## config.mk

```make
export PLATFORM = sky130hd
export DESIGN_NAME = mux3_operand_sched
export DESIGN_NICKNAME = d
export VERILOG_FILES = /design/src/rtl/mux3_operand_sched.sv
export SDC_FILE = /design/constraint.sdc
export NUM_CORES = 1
export LEC_CHECK = 0
export ABC_AREA = 0
export CAP_MARGIN = 25
export CORE_MARGIN = 2
export CORE_UTILIZATION = 53
export CTS_BUF_LIST = sky130_fd_sc_hd__clkbuf_8
export DETAILED_ROUTE_END_ITERATION = 8
export MAX_ROUTING_LAYER = met4
export PLACE_DENSITY = 0.86
export SLEW_MARGIN = 20
export SYNTH_ARGS = -nofsm -noshare
export SYNTH_HDL_FRONTEND = slang
export SYNTH_SLANG_ARGS = --single-unit
export TNS_END_PERCENT = 100
```

## constraint.sdc

```tcl
create_clock -name clk -period 4.4 [get_ports clk]
set_input_delay 0.88 -clock clk [delete_from_list [all_inputs] [get_ports clk]]
set_output_delay 0.88 -clock clk [all_outputs]
set_load 0.1 [all_outputs]
```

## src/rtl/mux3_operand_sched.sv

```systemverilog
// -----------------------------------------------------------------------------
// mux3_operand_sched
//
// Upstream operand scheduler for a 3-word, 2-select output mux stage.
// The mux selects: c2=1 -> w1, c2=0/c1=0 -> w2, c2=0/c1=1 -> w3.
// The block holds three operand words in slots 1..3 and fills them through one
// write port. It presents one full slot at a time to the consumer with a
// valid/ready handshake. Full slots are served round-robin.
//
// Ports
//   clk        rising-edge clock
//   rst        synchronous active-high reset
//   wr_en      write request
//   wr_addr    target slot 1..3 (0 is ignored)
//   wr_data    word to store
//   wr_ready   combinational: wr_addr names an empty slot
//   w1..w3     slot word registers, wired to the mux data inputs
//   c1, c2     registered mux select pair
//   out_valid  the select pair names a full slot awaiting consumption
//   out_ready  consumer accepts the current selection
//   out_slot   slot currently presented (0 when idle)
//   issue_cnt  completed handshakes, wraps modulo 2^CNT_W
// -----------------------------------------------------------------------------
module mux3_operand_sched #(
  parameter int W     = 3,
  parameter int CNT_W = 8
) (
  input  logic             clk,
  input  logic             rst,
  input  logic             wr_en,
  input  logic [1:0]       wr_addr,
  input  logic [W-1:0]     wr_data,
  output logic             wr_ready,
  output logic [W-1:0]     w1,
  output logic [W-1:0]     w2,
  output logic [W-1:0]     w3,
  output logic             c1,
  output logic             c2,
  output logic             out_valid,
  input  logic             out_ready,
  output logic [1:0]       out_slot,
  output logic [CNT_W-1:0] issue_cnt
);

  typedef enum logic {IDLE, PRESENT} state_t;

  state_t     state, state_n;
  logic [3:1] full;       // bit n set: slot n holds an unconsumed word
  logic [1:0] rr_ptr;     // slot where the round-robin search starts (1..3)
  logic [1:0] rr_ptr_n;
  logic [1:0] slot_n;
  logic [3:1] full_clr;
  logic [3:1] full_set;
  logic       cnt_inc;
  logic       wr_acc;

  // Slot after s in round-robin order, 3 wraps to 1.
  function automatic logic [1:0] succ(input logic [1:0] s);
    return (s == 2'd3) ? 2'd1 : s + 2'd1;
  endfunction

  function automatic logic [3:1] onehot(input logic [1:0] s);
    case (s)
      2'd1:    return 3'b001;
      2'd2:    return 3'b010;
      2'd3:    return 3'b100;
      default: return 3'b000;
    endcase
  endfunction

  // First set slot in mask, searching upward from ptr and wrapping; 0 if none.
  function automatic logic [1:0] pick(input logic [3:1] mask, input logic [1:0] ptr);
    case (ptr)
      2'd2:    return mask[2] ? 2'd2 : mask[3] ? 2'd3 : mask[1] ? 2'd1 : 2'd0;
      2'd3:    return mask[3] ? 2'd3 : mask[1] ? 2'd1 : mask[2] ? 2'd2 : 2'd0;
      default: return mask[1] ? 2'd1 : mask[2] ? 2'd2 : mask[3] ? 2'd3 : 2'd0;
    endcase
  endfunction

  // Ready only for a legal, currently empty slot. The presented slot is full,
  // so its word cannot change while out_valid is high.
  always_comb begin
    // NOTE: every variable written here gets a default first, so no path can leave it unassigned and infer a latch.
    wr_ready = 1'b0;
    case (wr_addr)
      2'd1:    wr_ready = ~full[1];
      2'd2:    wr_ready = ~full[2];
      2'd3:    wr_ready = ~full[3];
      default: wr_ready = 1'b0;
    endcase
  end

  assign wr_acc    = wr_en & wr_ready;
  assign full_set  = wr_acc ? onehot(wr_addr) : 3'b000;
  assign out_valid = (state == PRESENT);

  // Next-state and next-selection logic. Decisions use the pre-edge full
  // flags only, so a slot written on a consume edge is not yet a candidate.
  always_comb begin
    state_n  = state;
    slot_n   = out_slot;
    rr_ptr_n = rr_ptr;
    full_clr = 3'b000;
    cnt_inc  = 1'b0;
    case (state)
      IDLE: begin
        if (|full) begin
          state_n = PRESENT;
          slot_n  = pick(full, rr_ptr);
        end
      end
      PRESENT: begin
        if (out_ready) begin
          full_clr = onehot(out_slot);
          cnt_inc  = 1'b1;
          rr_ptr_n = succ(out_slot);
          // Back-to-back issue: choose among the other full slots this edge.
          slot_n   = pick(full & ~full_clr, rr_ptr_n);
          if (slot_n == 2'd0) begin
            state_n = IDLE;
          end
        end
      end
      default: begin
        state_n = IDLE;
        slot_n  = 2'd0;
      end
    endcase
  end

  // NOTE: all sequential state uses non-blocking assignments so every register samples pre-edge values regardless of statement order.
  always_ff @(posedge clk) begin
    if (rst) begin
      state     <= IDLE;
      full      <= 3'b000;
      rr_ptr    <= 2'd1;
      out_slot  <= 2'd0;
      c1        <= 1'b0;
      c2        <= 1'b0;
      issue_cnt <= '0;
      w1        <= '0;
      w2        <= '0;
      w3        <= '0;
    end else begin
      state     <= state_n;
      full      <= (full & ~full_clr) | full_set;
      rr_ptr    <= rr_ptr_n;
      out_slot  <= slot_n;
      // Slot 1 -> 10, slot 2 -> 00, slot 3 -> 01; 11 is unreachable.
      c2        <= (slot_n == 2'd1);
      c1        <= (slot_n == 2'd3);
      issue_cnt <= issue_cnt + CNT_W'(cnt_inc);
      // Words are not cleared on consume; the mux output stays stable.
      if (wr_acc) begin
        case (wr_addr)
          2'd1:    w1 <= wr_data;
          2'd2:    w2 <= wr_data;
          2'd3:    w3 <= wr_data;
          default: ;
        endcase
      end
    end
  end

endmodule

```

; ---- After elaboration in Yosys (flattened, before gate mapping)
; Cells that the tools add are included.
[op_classes]
add_sub_neg = 2
mul = 0
n_lt_le_gt_ge = 0
div_mod_pow = 0
n_eq_ne = 12
mux = 40
shift = 0
n_reduce_logical = 6
n_bitwise = 10
[ops]
columns = cell, count
row1 = $mux 2, 21
row2 = $eq 2x2->1 const B, 9
row3 = $pmux 3 s3, 2
row4 = $mux 3, 5
row5 = $pmux 2 s2, 3
row6 = $add 8x1->8, 1
row7 = $reduce_and 2->1, 4
row8 = $mux 1, 7
row9 = $and 3x3->3, 2
row10 = $eq 2x1->1 const B, 3
row11 = $not 3->3, 2
row12 = $not 1->1, 4
row13 = $or 3x3->3, 1
row14 = $pmux 1 s3, 1
row15 = $reduce_or 3->1, 1
row16 = $add 2x1->2 const B, 1
row17 = $logic_not 2->1, 1
row18 = $pmux 1 s2, 1
row19 = $and 1x1->1, 1
[word_totals]
elab_cells = 80
in_bits = 9
register_bits = 27
latchBits = 0
memories = 0
out_inout_bits = 23
mem_bits_ro = 0
ramBits = 0

; ---- Logic depth before layout (Yosys ltp)
; Gate-level depths: netlist (run 1).
[depth]
word_depth = 16
ltp_mapped = 7
ltp_nobuf = 7

; ---- Worst setup path before layout (run 1)
; OpenSTA, ideal clock, no wires.
[synth_path]
path_kind = input-to-output
startpoint = input port wr_addr[0]
endpoint = output port wr_ready
t_required_ns = 3.520
path_buffers = 0
path_stages = 2
t_arrival_ns = 1.801
slack_ns = 1.719
cell_sequence = mux2i_1 > a22o_1
[synth_between]
elab_chain_cells = 2
word_cells_on_any_way = 4
classes_between = eq/ne: 3 / mux: 1
[synth_lines]
columns = element, line_no
row1 = start: declaration, 31  ; input logic [1:0] wr_addr,
row2 = $eq 2x2->1 or $eq 2x1->1 (tied branches), 85  ; case (wr_addr)
row3 = $pmux 1 s3 (*), 85
row4 = end: declaration, 33  ; output logic wr_ready,
; Every way passes the cells marked *; elsewhere a longest branch is shown, timed or not.

; ---- Worst setup path in the final report (run 1)
; Same ends and word-level chain as after synthesis.

==> results of run 1 <==
[per-layer routing]
layer / global-route usage (%) / up-vias / share of wire [%]
met5: - / - / 0
met4: 13.6 / 0 / 2.2
met3: 3.45 / 6 / 3.2
met2: 35.7 / 28 / 50
met1: 26.2 / 473 / 44
li1: - / 504 / -
[layout by cell type, fill, tap and decap left out, drive strengths merged, types with 3 or more instances in the layout]
| cell | Yosys | layout |
|---|---|---|
| clkdlybuf4s50 | 0 | 30 |
| inv | 6 | 6 |
| nand3 | 4 | 4 |
| nand2 | 9 | 9 |
| nor2 | 21 | 21 |
| and3 | 3 | 3 |
| xor2 | 4 | 4 |
| mux2i | 10 | 10 |
| ha | 6 | 6 |
| a21oi | 7 | 7 |
| nor3 | 3 | 3 |
| nor2b | 3 | 3 |
| dfxtp | 27 | 27 |
| and2b | 4 | 4 |
| clkbuf | 2 | 3 |
[where the power goes]
group | switching, mW | internal [mW]
clock network | 0.0722 | 0.0633
logic | 0.131 | 0.0577
registers | 0.0149 | 0.258
total | 0.218 | 0.379
[worst reg2reg max path, stage by stage, from the launching register on]
cell and delay [ns]:
dfxtp_1 0.50, inv_1 0.09, ha_1 0.34, nor2b_1 0.22, o32ai_4 0.13, a221oi_2 0.35, nor3b_1 0.21
[final timing paths]
kind,to,cells past startpoint,startpoint,slack (ns)
setup / recovery,wr_ready,4,wr_addr[0],1.46
hold / removal,w1[1],2,w1[1],0.50
setup reg to reg,c1,6,out_slot[0],2.48
hold reg to reg,w1[1],2,w1[1],0.50
[logic make-up after synthesis]
kind of cell	after synthesis
buffers and inverters	10
flip-flops	27
multiplexers	10
adder cells (fa/ha/maj)	6
XOR/XNOR	6
AO/OA/AOI/OAI	17
AND/OR/NAND/NOR	53
[metrics by stage]
step / hold slack [ns] / cell area, um^2 / util, % / setup slack (ns) / cells
2_1_floorplan: 0.468 / 1210 / - / 1.72 / 129
6_report: 0.504 / 1590 / 72.7 / 1.46 / 189
3_3_place_gp: 0.478 / 1550 / 70.6 / 1.48 / 185
3_5_place_dp: 0.486 / 1550 / 70.6 / 1.46 / 185
4_1_cts: 0.509 / 1590 / 72.7 / 1.45 / 189
5_1_grt: 0.540 / 1590 / 72.7 / 1.41 / 189
[registers in the layout, summed over array words and instances (netlist names)]
register   cells
w1             3
c2             1
rr_ptr         2
w3             3
out_slot       2
issue_cnt      8
c1             1
out_valid      1
full           3
w2             3
[cell type report]
| cell class | instances | area, um^2 | share of cell area, % |
|---|---|---|---|
| multi-input combinational | 92 | 637 | 40.0 |
| sequential | 27 | 541 | 33.9 |
| clock buffer | 3 | 41.3 | 2.59 |
| clock inverter | 1 | 5.00 | 0.314 |
| inverter | 7 | 26.3 | 1.65 |
| tap | 28 | 35.0 | 2.20 |
| timing repair buffer | 31 | 308 | 19.3 |
==> results list, run 1 <==
* Via-per-instance ratio: 5.35
- Summed over all cells, the static leakage comes to 0.656 nW.
* Setup TNS after final layout: 0 ns
- The layout has 170 filler cells.
- Largest family of logic cells by synthesized area: simple AND/OR/NAND/NOR gates
* Max Fclk: 340 MHz
- TritonCTS built the clock tree.
- Traced cell by cell, the critical path runs through clkdlybuf4s50_1 > mux2i_1 > a22o_1 > buf_4.
- The hold violation total from the final report is 0.
- Crit share post-route: 66.8%
- Initial standard-cell utilization of the core: 55.5%
- For the worst-skew pair, the clock arrives at the later sink with an insertion delay of 0.27 ns.
* DR WL/cell: 13.6 um
- Final count of negative-setup-slack endpoints: 0
* Via count of the routed design: 1,011
- Most common cell in the synthesized netlist: dfxtp_1
- Together, buffers and inverters on the worst path number 2.
- The first global-routing pass estimated 4320 um of wire.
- After synthesis, the netlist uses 36 different library cells.
- The die is 51.9 um wide.
* Final #Nets: 177
- Drc violations: 0
* Run status: complete, no violations
- For this block, the initial DRC count from the detailed router was 15.
* Pwr/cell area: 375 mW/mm^2
* FFs w/ async S/R, synth: 0%
- The number of global-route vias before repair was 1,009.
- Sorting the synthesized cells by area gives the leading types as dfxtp_1 44%, mux2i_1 8.2%, nor2_1 6.5%.
- Summing the areas of all xor and xnor instances in the mapped netlist gives 4.33% of the synthesized area.
- Across the run, the number of max-cap violations was 0.
- Average cell area after synthesis: 9.42 um^2
* Clock slew at the register clock pins of the worst setup and hold paths: 0.09 ns
* Level count of the clock H-tree: 1
- Summing the areas of all compound-gate instances in the mapped netlist gives 11.6% of the synthesized area.
* Buffer count from post-CTS setup fixing: 0
- At the pin with the least slew margin, the transition time is 0.996 ns.
- dfxtp_1 takes more of the synthesized area than any other cell.
* Placed wire-length estimate: 1930 um
- Time the worst path needs with I/O delays and setup: 2.94 ns
* Area fraction in and, or, nand and nor cells after synthesis: 22.0%
* Overall power of the completed layout: 0.597 mW
* Largest net degree at the start of global routing: 23
- The first detailed-routing pass took 4 iterations.
* Required time of the critical path: 3.52 ns
- The number of antenna violations at the first check in global routing came to 0.
* Worst clock skew: 0.00320 ns
* Sequential area share after synthesis: 44.5%
* Count of nets left with antenna violations after detail routing: 0
- Crit path kind: in -> out
- Core area: 0.00219 mm^2
* Startpoint Class: input port
* Io pins: 32
- The congestion estimate from routability-driven global placement came to 0.814.
- Critical Path AT: 2.06 ns
- Number of hold buffers added after cts: 0
- Area enclosed by the die boundary: 0.00269 mm^2
* Clk sinks: 27
* Drt total wl: 2570 um
- Mux cell area share after synthesis: 8.24%
- After synthesis the netlist holds a flip-flop and latch count of 27.
- Post-synth top flop: dfxtp_1
* RSZ-0062 raised after global routing: false
- Syn_nets: 144
* Cell area after technology mapping: 0.00121 mm^2
- Root buffer selected by CTS: clkbuf_8
- Layout Area Growth over Synthesis: 31.1%
- Path type of the worst min-delay path: reg -> reg
* Count of yosys warnings during synthesis: 0
- IR analysis of the VDD net gives a maximum drop of 0.276 mV.
- # resized after CTS: 0
* Global router's overall resource usage: 22.3%
- The synthesized design devotes to its leading area cell type 44.5% of total area.
- The commonest cells after synthesis are 27 x dfxtp_1, 21 x nor2_1, 10 x mux2i_1.
- Family with the most delay on the worst path: buffers and inverters
- After technology mapping, the gate count stands at 129.
* Slowest CP cell: clkdlybuf4s50_1
- The worst setup path is captured at an output port.
* Total overflow reported by the global router: 0
* Worst slew slack as a fraction of its limit: 33.4%
- Number of placement rows: 17
- Count of flip-flops with a built-in enable after synthesis: 0
- No sink is reached through more buffers than the 2 on the longest clock path.
- Delay of the slowest cell on the worst path: 0.55 ns
- The number of antenna diodes in the final layout is 0.
- Die Y-Extent: 51.9 um
- In the final layout, the share of cells above drive strength 1 is 7.45%.
- Adder-Cell Fraction of Synth Area: 6.18%
* Number of buffers inserted by port buffering: 31
- The number of max-slew violations in the final report was 0.
* Cts bufs inserted: 3
* Highest fanout seen on the critical path: 5
Power figures use the tool's default switching activity.
==> run 2, diff against run 1 <==
--- a/config.mk
+++ b/config.mk
@@ -8,11 +8,11 @@
 export ABC_AREA = 0
 export CAP_MARGIN = 25
 export CORE_MARGIN = 2
-export CORE_UTILIZATION = 53
+export CORE_UTILIZATION = 45
 export CTS_BUF_LIST = sky130_fd_sc_hd__clkbuf_8
 export DETAILED_ROUTE_END_ITERATION = 8
 export MAX_ROUTING_LAYER = met4
-export PLACE_DENSITY = 0.86
+export PLACE_DENSITY = 0.78
 export SLEW_MARGIN = 20
 export SYNTH_ARGS = -nofsm -noshare
 export SYNTH_HDL_FRONTEND = slang
==> constraint.sdc (replaced) <==
create_clock -name clk -period 2.6 [get_ports clk]
set_input_delay 0.52 -clock clk [delete_from_list [all_inputs] [get_ports clk]]
set_output_delay 0.52 -clock clk [all_outputs]
set_load 0.1 [all_outputs]
==> results list, run 2 (same netlist as run 1, synthesis figures left out) <==
* Run status: complete, no violations
* Number of maximum-capacitance constraint violations: 0 (unchanged)
- Via count of the routed design: 1,010 (-0.099%)
- The total number of H-tree levels came to 1 (unchanged).
- Clock slew at the register clock pins of the worst setup and hold paths: 0.09 ns (about the same)
* Slowest CP cell: clkdlybuf4s50_1
- R2r startpoint: out_slot[0]
- Commonest non-fill, non-tap cell in the layout: dfxtp_1
* Setup TNS after final layout: 0 ns (unchanged)
- The initial standard-cell utilization of the core is 48.2% (-7.3 points).
- Crit path kind: in -> out
- The data arrival time of the critical path is 1.65 ns (-0.41 ns).
- The clock latency on the worst-skew pair was 0.27 ns (about the same).
* Total overflow reported by the global router: 0 (unchanged)
* Horizontal die dimension: 56.0 um (+7.9%)
- Drt first-iter violations: 30 (+15)
- Diodes inserted: 0 (unchanged)
* Final-report hold violation count: 0 (unchanged)
* Root buffer selected by CTS: clkbuf_8
- The post-route clock skew is 0.00288 ns (-0.000320 ns).
* Hold path startpoint: w1[1]
* Leading cell types in the layout, fill and taps excluded: 27 x dfxtp_1, 24 x buf_4, 21 x nor2_1
- The required time reported for the critical path endpoint came to 2.08 ns (-1.44 ns).
- The total number of clock tree sinks came to 27 (unchanged).
- The share of cells above drive strength 1 came to 21.5% (+14 points).
- Largest voltage drop on the vdd net: 0.435 mV (+57%)
- Max Fclk: 460 MHz
- TritonCTS built the clock tree.
* Slew at the pin closest to its max-slew limit: 0.334 ns (-0.662 ns)
- The routed length per instance came to 13.2 um (-3.1%).
- The signal on the critical path passes through clkdlybuf4s50_1 > mux2i_1 > a22o_1 > buf_12.
* Io pins: 32 (unchanged)
* Die Y-Extent: 56.0 um (+7.9%)
- Count of filler cells inserted in the layout: 221 (+30%)
* Number of hold buffers added after cts: 0 (unchanged)
- Area enclosed by the die boundary: 0.00313 mm^2 (+16%)
- Core area: 0.00252 mm^2 (+15%)
- Most flop-heavy register: issue_cnt
- The number of antenna violations at the first check in global routing is 0 (unchanged).
* Endpoint of the most critical register-to-register path: c1
- Highest fanout seen on the critical path: 5 (unchanged)
- Largest net degree at the start of global routing: 23 (unchanged)
- The number of buffers created by CTS is 3 (unchanged).
- Setup slack of the most critical reg-to-reg path: 0.69 ns (-1.79 ns)
- The number of max-slew violations in the final report is 0 (unchanged).
- Compared with the post-synthesis result, the final layout area differs by 28.9%.
- Global router's overall resource usage: 18.3% (-3.9 points)
- The placed wire-length estimate came to 1890 um (-2.1%).
- Cell count of the worst hold path: 2 (unchanged)
- Leakage power: 0.715 nW (+8.9%)
* Number of global-route vias before repair: 991 (-1.8%)
* Final count of negative-setup-slack endpoints: 0 (unchanged)
* Pwr/cell area: 645 mW/mm^2 (+72%)
- The flip-flop count of the largest register after layout was 8 (unchanged).
- Wire length of the first global-routing pass: 4490 um (+4.0%)
- STA classifies the critical path endpoint as an output port.
- The highest cell delay on the worst timing path came to 0.55 ns (about the same).
* Clk buf depth: 2 (unchanged)
- Hold EP: w1[1]
- The post-CTS setup repair buffer count was 0 (unchanged).
* RSZ-0062 raised after global routing: false
- The row count came to 18 (+1).
- After layout, the minimum clock period comes to 2.17 ns.
- Count of nets left with antenna violations after detail routing: 0 (unchanged)
* Final #Nets: 179 (+1.1%)
- The number of cell instances on the worst register-to-register path is 6 (unchanged).
* Worst slew slack as a fraction of its limit: 77.7% (+44 points)
- Crit share post-route: 83.6%
- Startpoint Class: input port
* Path type of the worst min-delay path: reg -> reg
- The placer congestion estimate is 0.845 (+3.8%).
- The number of I/O port buffers is 31 (unchanged).
- Drc violations: 0 (unchanged)
* Drt total wl: 2540 um (-1.1%)
- The setup slack after placement came to 0.340 ns (-1.12 ns).
* Worst-case setup margin in the final layout: 0.428 ns (-1.03 ns)
- Via-per-instance ratio: 5.23 (-2.2%)
- # resized after CTS: 0 (unchanged)
- TritonRoute pass-1 iters: 4 (unchanged)
- Launch point of the worst path: wr_addr[0]
-- run 2: cell types whose count changed in the layout (fill, tap and decap cells not counted), sizes merged --
cell and delta:
clkinv -1, inv +1, buf +24, clkdlybuf4s50 -22
-- run 2: how the worst max path moves through the flow --
stage,end,slack [ns]
final,wr_ready,0.43
after global routing,wr_ready,0.36
after CTS,wr_ready,0.42
after detailed placement,issue_cnt[6],0.34
after global placement,issue_cnt[6],0.43
after floorplan,c1,0.23
-- run 2: routing by layer --
layer / global-route usage [%] / share of wire, %
met1: 23.5 / 48
met2: 27.7 / 45
met3: 3.02 / 4.7
met4: 9.52 / 2.3
met5: - / 0
-- run 2: critical path: cells and delay by family --
family,cells,cell delay [ns]
mux,1,0.21
buf+inv,2,0.73
compound gates,1,0.19
-- run 2: stage by stage --
stage	power [mW]	hold slack (ns)	cell area (um^2)	utilization, %	cells
floorplan	0.713	0.468	1210	-	129
global placement	0.787	0.480	1520	60.3	189
detailed placement	0.793	0.491	1520	60.3	189
CTS	1.02	0.511	1570	62.1	193
global route	1.06	0.532	1570	62.1	193
finish	1.01	0.503	1570	62.1	193
-- run 2: layout make-up --
type / instances / area [um^2] / area share [%]
repair buffers: 33 / 280 / 17.9
well taps: 30 / 37.5 / 2.40
clock inverters: 1 / 3.75 / 0.240
flip-flops and latches: 27 / 541 / 34.5
multi-input cells: 92 / 637 / 40.7
inverters: 7 / 26.3 / 1.68
clock buffers: 3 / 41.3 / 2.64
-- run 2: power breakdown --
group / switching [mW] / internal (mW)
registers: 0.0233 / 0.437
logic: 0.226 / 0.0976
clock network: 0.122 / 0.106
total: 0.371 / 0.640
==> run 3, diff against run 2 <==
--- a/config.mk
+++ b/config.mk
@@ -8,11 +8,11 @@
 export ABC_AREA = 0
 export CAP_MARGIN = 25
 export CORE_MARGIN = 2
-export CORE_UTILIZATION = 45
+export CORE_UTILIZATION = 49
 export CTS_BUF_LIST = sky130_fd_sc_hd__clkbuf_8
 export DETAILED_ROUTE_END_ITERATION = 8
 export MAX_ROUTING_LAYER = met4
-export PLACE_DENSITY = 0.78
+export PLACE_DENSITY = 0.81
 export SLEW_MARGIN = 20
 export SYNTH_ARGS = -nofsm -noshare
 export SYNTH_HDL_FRONTEND = slang
==> constraint.sdc (replaced) <==
create_clock -name clk -period 2.1 [get_ports clk]
set_input_delay 0.42 -clock clk [delete_from_list [all_inputs] [get_ports clk]]
set_output_delay 0.42 -clock clk [all_outputs]
set_load 0.1 [all_outputs]
==> results list, run 3 (same netlist as run 1, synthesis figures left out) <==
* Run status: complete, no violations
- The maximum fanout count along the critical path was 5 (unchanged).
- In the layout the commonest cells are 25 x buf_4, 24 x dfxtp_1, 21 x nor2_1.
* Final Util: 65.6% (+3.5 points)
* TritonRoute pass-1 iters: 4 (unchanged)
- Overall power of the completed layout: 1.26 mW (+25%)
- The clock latency on the worst-skew pair came to 0.27 ns (about the same).
* Fraction of final layout cells sized beyond drive strength 1: 24.4% (+2.9 points)
- R2r startpoint: out_slot[0]
- The placer congestion estimate was 0.860 (+1.9%).
* Placed cell areas: 0.00153 mm^2 (+0.74%)
* Global router's overall resource usage: 20.2% (+1.9 points)
- The count of buffer and inverter cells on the critical path is 2 (unchanged).
- The maximum count of clock buffers along a single path came to 2 (unchanged).
* DR WL/cell: 12.5 um (-4.7%)
* Endpoint kind of the worst setup timing path: output port
* Level count of the clock H-tree: 1 (unchanged)
- NetSw: 0.464 mW (+25%)
* Post-Place Setup Slack: 0.112 ns (-0.227 ns)
* Family with the most delay on the worst path: buffers and inverters
- Core area: 0.00241 mm^2 (-4.5%)
- The wire length of the first global-routing pass was 4010 um (-11%).
* Count of non-filler cells in the finished layout: 194 (+0.52%)
- Worst slew slack as a fraction of its limit: 77.2% (-0.51 points)
- The pin slew with the least headroom to its limit was 0.341 ns (+0.00665 ns).
- Area enclosed by the die boundary: 0.00289 mm^2 (-7.6%)
- The root buffer cell chosen for the clock tree is clkbuf_8.
- The startpoint identified for the worst hold timing path is rr_ptr[0].
- From synthesis to final layout, the design area changed by 30.2%.
* Worst-case setup margin in the final layout: 0.119 ns (-0.308 ns)
* RSZ-0062 raised after global routing: false
- Part of the power in the clock network: 23.2% (+0.7 points)
* Part of the power in combinational logic: 31.5% (-0.5 points)
* Drc violations: 0 (unchanged)
- Number of pins with negative max-slew slack in the final report: 0 (unchanged)
- The antenna cell count is 0 (unchanged).
- Time the worst path needs with I/O delays and setup: 1.98 ns
- The via density per instance is 5.16 (-1.3%).
- Pwr/cell area: 799 mW/mm^2 (+24%)
* Total overflow reported by the global router: 0 (unchanged)
- The largest net degree at the start of global routing is 22 (-4.3%).
- Setup TNS after final layout: 0 ns (unchanged)
- The clock-pin slew of the registers on the worst-case setup and hold paths was 0.08 ns (about the same).
- Die Y-Extent: 53.8 um (-3.9%)
- The detailed-route via count was 1,002 (-0.79%).
- Final hold slack: 0.500 ns (-0.00251 ns)
- The first-iteration detailed-routing DRC count was 18 (-40%).
* Max Fclk: 505 MHz
- Placed Instances: 190 (+0.53%)
- Among all stages on the critical path, the largest delay is contributed by clkdlybuf4s50_1.
- The count of max-cap constraint violations was 0 (unchanged).
* Number of hold buffers added after cts: 0 (unchanged)
- Delay of the slowest cell on the worst path: 0.55 ns (about the same)
- The number of ports placed on the die boundary is 32 (unchanged).
- The critical path starts at wr_addr[0].
* Final #Nets: 180 (+0.56%)
- Most flop-heavy register: issue_cnt
* # resized after CTS: 0 (unchanged)
- Clock tree from TritonCTS: yes
* Final-report hold violation count: 0 (unchanged)
- The total wire length after detailed routing came to 2430 um (-4.3%).
* Number of buffers inserted by port buffering: 31 (unchanged)
* Clk sinks: 27 (unchanged)
- The initial standard-cell utilization of the core was 50.4% (+2.3 points).
* Part of the total power dissipated in sequential elements: 45.3% (-0.2 points)
- Commonest non-fill, non-tap cell in the layout: buf_4
- STA classifies the critical path startpoint as an input port.
* Leakage power: 0.716 nW (+0.15%)
- The die width is 53.8 um (-3.9%).
- Crit share post-route: 94.3%
- Buffer count from post-CTS setup fixing: 0 (unchanged)
- The required time reported for the critical path endpoint was 1.68 ns (-0.40 ns).
- Largest voltage drop on the vdd net: 0.684 mV (+57%)
- Critical Path AT: 1.56 ns (-0.09 ns)
- The row count is 18 (unchanged).
- The number of global-route vias before repair is 902 (-9.0%).
- The number of buffers created by CTS was 3 (unchanged).
- The number of antenna violations at the first check in global routing is 0 (unchanged).
* Final Instance Area: 0.00158 mm^2 (+0.96%)
* Count of nets left with antenna violations after detail routing: 0 (unchanged)
- Crit path kind: in -> out
- Total internal power: 0.799 mW (+25%)
* Final count of negative-setup-slack endpoints: 0 (unchanged)
- The placed wire-length estimate came to 1830 um (-3.1%).
- The proportion of total power due to net switching was 36.7% (about the same).
* Worst clock skew: 0.00672 ns (+0.00384 ns)
- Walking the worst path, the cells encountered are clkdlybuf4s50_1 > mux2i_1 > a22o_1 > buf_12.
- The flip-flop count of the largest register after layout was 8 (unchanged).
- Path type of the worst min-delay path: reg -> reg
==> run 3: worst paths after layout <==
kind,slack [ns],cells after the start,endpoint
worst max-delay path,0.12,4,wr_ready
worst min-delay path,0.50,2,rr_ptr[0]
worst max register to register,0.29,6,c1
worst min register to register,0.50,2,rr_ptr[0]
==> run 3: worst reg2reg max path, stage by stage (launching register included) <==
cell and delay, ns:
dfxtp_2 0.40, inv_1 0.06, ha_1 0.32, nor2b_1 0.22, o32ai_4 0.12, a221oi_2 0.38
nor3b_1 0.22
==> run 3: layout make-up <==
| type | instances | area, um^2 |
|---|---|---|
| multi-input combinational | 92 | 637 |
| sequential | 27 | 544 |
| inverter | 7 | 26.3 |
| clock buffer | 3 | 41.3 |
| fill | 192 | 828 |
| tap | 30 | 37.5 |
| clock inverter | 1 | 7.51 |
| timing repair buffer | 34 | 288 |
==> run 3: routing by layer <==
layer,global-route usage (%),up-vias,wire [um]
li1,-,507,-
met1,25.9,464,1090
met2,30.7,26,1190
met3,4.17,5,114
met4,8.97,0,43
met5,-,-,0
==> run 3: power by group through the flow <==
stage | Clock, mW | Combinational (mW) | Sequential, mW
after floorplan | 0 | 0.145 | 0.740
after CTS | 0.303 | 0.398 | 0.572
after detailed placement | 0 | 0.397 | 0.584
final | 0.293 | 0.398 | 0.572
after global routing | 0.328 | 0.420 | 0.578
after global placement | 0 | 0.392 | 0.583
